[src/rtl/sign_extend_imm_pkg.sv]
// sign_extend_imm_pkg
//   Shared core constants and the immediate extension helper. The decoder and
//   sign_extend_imm both call ext_imm so every immediate in the core is
//   widened by the same rule.
package sign_extend_imm_pkg;

  // Default core word and immediate field widths.
  localparam int INTEGER_WIDTH_DEF = 32;
  localparam int IMM_WIDTH_DEF     = 19;

  // Widest word ext_imm can produce. Callers keep their own widths at or
  // below this value and slice the result down.
  localparam int EXT_MAX_W = 64;

  typedef logic [EXT_MAX_W-1:0] ext_word_t;

  // Widen the low imm_w bits of raw to EXT_MAX_W bits.
  //   zext = 1 : bits at and above imm_w are 0
  //   zext = 0 : bits at and above imm_w copy raw[imm_w-1]
  // imm_w must be in 1..EXT_MAX_W. Callers check this at elaboration.
  function automatic ext_word_t ext_imm(input ext_word_t raw,
                                        input int        imm_w,
                                        input logic      zext);
    ext_word_t res;
    logic      fill;
    fill = zext ? 1'b0 : raw[imm_w-1];
    for (int i = 0; i < EXT_MAX_W; i++)
      res[i] = (i < imm_w) ? raw[i] : fill;
    return res;
  endfunction

endpackage

[src/rtl/sign_extend_imm.sv]
// sign_extend_imm
//   Widens an IMM_WIDTH-bit immediate field to INTEGER_WIDTH bits. There are
//   two copies of the result.
//   - out   : combinational sign extension of in. It does not depend on clk,
//             rst_n, in_valid or zero_ext.
//   - out_q : one-cycle registered copy. It is loaded only when in_valid is
//             high. zero_ext selects a zero fill instead of a sign fill.
// Ports
//   clk        rising-edge clock for the register stage
//   rst_n      asynchronous active-low reset. Clears out_q and out_valid.
//   in         raw immediate field (signed)
//   out        combinational sign-extended immediate (signed)
//   in_valid   qualifies in for the register stage
//   zero_ext   register stage only: 1 = zero-extend, 0 = sign-extend
//   out_q      registered extended immediate
//   out_valid  out_q holds a result captured on the previous edge
module sign_extend_imm
  import sign_extend_imm_pkg::*;
#(
  parameter int IMM_WIDTH     = IMM_WIDTH_DEF,
  parameter int INTEGER_WIDTH = INTEGER_WIDTH_DEF
) (
  input  logic                            clk,
  input  logic                            rst_n,
  input  logic signed [IMM_WIDTH-1:0]     in,
  output logic signed [INTEGER_WIDTH-1:0] out,
  input  logic                            in_valid,
  input  logic                            zero_ext,
  output logic        [INTEGER_WIDTH-1:0] out_q,
  output logic                            out_valid
);

  // Reject unusable widths while the design is being elaborated.
  if (IMM_WIDTH < 1 || IMM_WIDTH > INTEGER_WIDTH) begin : g_bad_imm_w
    $fatal(1, "sign_extend_imm: IMM_WIDTH=%0d must be in 1..INTEGER_WIDTH=%0d",
           IMM_WIDTH, INTEGER_WIDTH);
  end
  if (INTEGER_WIDTH > EXT_MAX_W) begin : g_bad_int_w
    $fatal(1, "sign_extend_imm: INTEGER_WIDTH=%0d exceeds %0d",
           INTEGER_WIDTH, EXT_MAX_W);
  end

  // The input is padded with zeros up to the helper's fixed width. Only
  // bits below IMM_WIDTH are read by ext_imm.
  ext_word_t in_wide;
  ext_word_t sext_full;
  ext_word_t rext_full;

  always_comb begin
    in_wide                = '0;
    in_wide[IMM_WIDTH-1:0] = in;
  end

  assign sext_full = ext_imm(in_wide, IMM_WIDTH, 1'b0);
  assign rext_full = ext_imm(in_wide, IMM_WIDTH, zero_ext);

  assign out = sext_full[INTEGER_WIDTH-1:0];

  // Bits above the word width are never used.
  if (INTEGER_WIDTH < EXT_MAX_W) begin : g_unused_hi
    logic unused_hi;
    assign unused_hi = ^{sext_full[EXT_MAX_W-1:INTEGER_WIDTH],
                         rext_full[EXT_MAX_W-1:INTEGER_WIDTH]};
  end

  // Register stage: load on in_valid, otherwise hold.
  // out_valid follows in_valid with a one-cycle delay.
  logic [INTEGER_WIDTH-1:0] out_q_d,     out_q_q;
  logic                     out_valid_d, out_valid_q;

  always_comb begin
    out_q_d     = out_q_q;
    out_valid_d = in_valid;
    if (in_valid)
      out_q_d = rext_full[INTEGER_WIDTH-1:0];
  end

  always_ff @(posedge clk or negedge rst_n) begin
    if (!rst_n) begin
      out_q_q     <= '0;
      out_valid_q <= 1'b0;
    end else begin
      out_q_q     <= out_q_d;
      out_valid_q <= out_valid_d;
    end
  end

  assign out_q     = out_q_q;
  assign out_valid = out_valid_q;

endmodule

[config.mk]
export PLATFORM = sky130hd
export DESIGN_NAME = sign_extend_imm
export DESIGN_NICKNAME = d
export VERILOG_FILES = /design/src/rtl/sign_extend_imm_pkg.sv /design/src/rtl/sign_extend_imm.sv
export SDC_FILE = /design/constraint.sdc
export NUM_CORES = 1
export LEC_CHECK = 0
export CORE_ASPECT_RATIO = 2
export CORE_UTILIZATION = 35
export CTS_BUF_LIST = sky130_fd_sc_hd__clkbuf_8
export DETAILED_ROUTE_END_ITERATION = 10
export GPL_TIMING_DRIVEN = 0
export PLACE_DENSITY = 0.85
export SYNTH_ARGS = -nofsm -noshare
export SYNTH_HDL_FRONTEND = slang
export SYNTH_SLANG_ARGS = --single-unit
[constraint.sdc]
create_clock -name clk -period 0.92 [get_ports clk]
set_input_delay 0.138 -clock clk [delete_from_list [all_inputs] [get_ports clk]]
set_output_delay 0.138 -clock clk [all_outputs]
set_load 0.1 [all_outputs]
# == Word-level counts from Yosys, hierarchy flattened ==
# Cells that the tools add are included.
# op_classes
n_mux,1
# op_table
cell,count
$mux 1,1
# totals
regBits,21
in_bits,23
out_inout_bits,65
elab_cells,3

# == Longest topological paths before layout ==
# depth
ltp_word,1
ltp_mapped,3
mapped_depth_nobuf,2

# == Least setup slack after synthesis ==
# OpenSTA, ideal clock, no wires.
# synth_timing
path_kind,register to output
startpoint,register out_q[19] (netlist name)
endpoint,output out_q[20]
arrival_time_ps,1522
slack_ps,-740
stages_incl_launch_ff,2
n_path_buf,1
cell_sequence,dfrtp_1 -> buf_4
# synth_lines
item,line,text
to (decl),sign_extend_imm.sv:29,"output logic [INTEGER_WIDTH-1:0] out_q,"
# No word-level cell between the ends.

# == Worst setup path after layout ==
# layout_timing
startpoint,register out_q[19] (netlist name)
endpoint,output out_q[31]
# No word-level cell between the ends.

==> results.py <==
metrics = {
    "cts": {
        "cts_tree": "done",
        "htreeDepth": 1,
        "clkLatencyLatePin_ps": 270,
        "clockBufferDepth": 2,
        "cts-root-buf": "clkbuf_8",
        "cts_sinks": 21,
        "postCtsHoldBufs": 0,
        "clkTransAtPathRegs_ps": 80,
        "numCtsBuffers": 3,
    },
    "worst_setup_path": {
        "crit_required_ps": 780,
        "cp_max_fo": 7,
        "max_stage_delay_ps": 500,
        "timing.rr.start": "out_q[10]",
        "cpMaxStageDelayCell": "dfrtp_4",
        "crit_path_frequent_cell": "buf_6",
        "startpoint_type": "flip-flop",
        "r2r_end": "out_q[10]",
        "rrSetupSlack_ps": -90,
        "critical_path_class": "reg -> out",
        "endpoint_kind": "primary output",
        "crit_chain": "buf_6, buf_6, buf_12",
        "critPathBufInv": 3,
        "path_delay_family": "flip-flops",
        "cp.arrival_ps": 1190,
        "reg2reg_depth": 2,
    },
    "drt": {
        "drt_iter0_markers": 6,
        "postRouteAntennaNets": 0,
        "m1WireLength_um": 1260,
        "drtPass1Iterations": 2,
        "vias": 982,
        "met3WireLength_um": 166,
        "wl_met2_um": 2650,
        "post_drt_wl_per_cell_um": 18.7,
        "viasPerCell": 4.44,
        "drc_errors": 0,
        "wl_um": 4140,
        "top_layer": "met4",
    },
    "layout": {
        "ff_latch_area_um2": 602,
        "n_fill_cell": 124,
        "synthToLayoutAreaGrowth_pct": 143,
        "layout_commonest_cell": "buf_12",
        "n_antenna_cell": 0,
        "nets": 214,
        "layout_common_cells": "buf_12 (49), buf_6 (43), buf_4 (28), dfrtp_4 (20), dlygate4sd2_1 (19)",
        "drive_above_1_share_pct": 87.4,
        "multiInputGateArea_um2": 294,
    },
    "synth": {
        "synth_top_family_by_area": "buffers and inverters",
        "synthesis.area_um2": 1180,
        "post_synth_fa_ha_maj_area_fraction_pct": 0,
        "yosys_warnings": 0,
        "yosys.area_share.xor_xnor_pct": 0,
        "synth_fp_nets": 112,
        "yosysUniqueCellTypes": 8,
        "ys_ff_latch": 21,
        "synth-seq-area-share_pct": 44.7,
        "synthMuxAreaShare_pct": 23.9,
        "netlist_instances": 89,
        "synthSimpleGateAreaFrac_pct": 0.638,
        "avgSynthCellArea_um2": 13.2,
        "synth_compound_gate_area_share_pct": 0.426,
    },
    "sta": {
        "maxSlewViolCount": 0,
        "whs_ps": -166,
        "rsz0062_at_grt": "yes",
        "hold_viol_final": 21,
        "max_freq_ghz": 0.751,
        "setup_violations": 39,
        "finClkSkew_ps": 0,
        "fin_ws_ps": -412,
        "worstMarginPinSlew_ps": 541,
        "period_share_pct": 145,
        "tns_ps": -8770,
        "fin_crit_ps": 1330,
        "max_slew_margin_pct": 63.9,
    },
    "place": {
        "routabilityCongestion": 0.667,
        "dpl.hpwl_um": 2540,
        "portBuffers": 87,
    },
    "pwr": {
        "p_per_area_nw_per_um2": 1680,
        "ir_drop_mv": 1.47,
        "p_leak_nw": 1.38,
    },
    "grt": {
        "grt_pass1_wl_um": 6380,
        "grt_max_degree": 22,
        "antenna_found_initial": 0,
        "grtUsageTotal_pct": 24.9,
        "grt_remaining_overflow": 0,
        "grt_pass1_vias": 1116,
    },
    "floorplan": {
        "initial_core_util_pct": 36.8,
        "dieArea_um2": 3610,
        "die_x_um": 43.0,
        "core_area_um2": 3190,
        "core.rowCount": 29,
        "die_y_um": 84.0,
        "ios": 88,
    },
    "job": {
        "maxCapViolations": 0,
    },
    "run_status": {
        "violations": "negative hold slack, negative setup slack",
        "outcome": "complete, but fails checks",
    },
    "min_path": {
        "holdCritPathClass": "in -> async",
    },
}
power by group:
part | internal (W) | switching [W]
registers | 0.00107 | 0.000107
clock network | 0.000299 | 0.000324
logic | 0.00113 | 0.00188
total | 0.00250 | 0.00231
metrics by stage:
| step | power (W) | instance area (µm²) | util [%] | setup WS, ps | instances |
|---|---|---|---|---|---|
| after CTS | 0.00473 | 2810 | 88.0 | -392 | 217 |
| after global placement | 0.00358 | 2210 | 69.1 | -1420 | 207 |
| after detailed placement | 0.00362 | 2210 | 69.1 | -1470 | 207 |
| final | 0.00481 | 2860 | 89.4 | -412 | 221 |
| after global routing | 0.00493 | 2860 | 89.4 | -438 | 221 |
| after floorplan | 0.00305 | 1300 | - | -211 | 89 |
cell type report:
cell class / instances / area share [%]
well taps: 31 / 1.36
multi-input cells: 21 / 10.3
plain buffers: 46 / 14.6
clock inverters: 1 / 0.131
flip-flops and latches: 21 / 21.1
inverters: 1 / 0.131
clock buffers: 3 / 1.45
repair buffers: 97 / 51.0
kinds of logic (layout without fill, tap and decap cells):
family / after synthesis / in the layout
AO/OA/AOI/OAI: 1 / 1
AND/OR/NAND/NOR: 1 / 1
flip-flops: 21 / 21
buffers and inverters: 47 / 148
multiplexers: 19 / 19
cells in the mapped netlist, drive strengths merged:
| library cell | instances | area share (%) |
|---|---|---|
| dfrtp | 21 | 45 |
| buf | 46 | 30 |
| o21ai | 1 | 0.43 |
| inv | 1 | 0.32 |
| nand3b | 1 | 0.64 |
| mux2 | 19 | 24 |
worst max-delay path by stage:
stage / from / to / slack (ps) / depth (start not counted)
2_1_floorplan: out_q[19] / out_q[20] / -210 / 1
3_3_place_gp: in[18] / out[21] / -1420 / 3
3_5_place_dp: in[18] / out[31] / -1470 / 3
4_1_cts: out_q[19] / out_q[31] / -390 / 3
5_1_grt: out_q[19] / out_q[31] / -440 / 3
6_report: out_q[19] / out_q[31] / -410 / 3
registers in the layout, summed over array words and instances, names as in the netlist:
register,cells
out_q,20
out_valid,1
routing by layer:
metal	GRT usage [%]	vias up
li1	-	445
met5	0	-
met1	23.0	476
met3	4.11	5
met2	50.6	56
met4	8.26	0
what timing repair did:
action                                  in CTS  in global routing
setup buffers                                5                  4
endpoints found under the setup margin     105                 75
endpoints found under the hold margin        0                 21
cloned                                       1                  0
gates resized for setup                    588                  8
(Power assumes the default switching activity.)
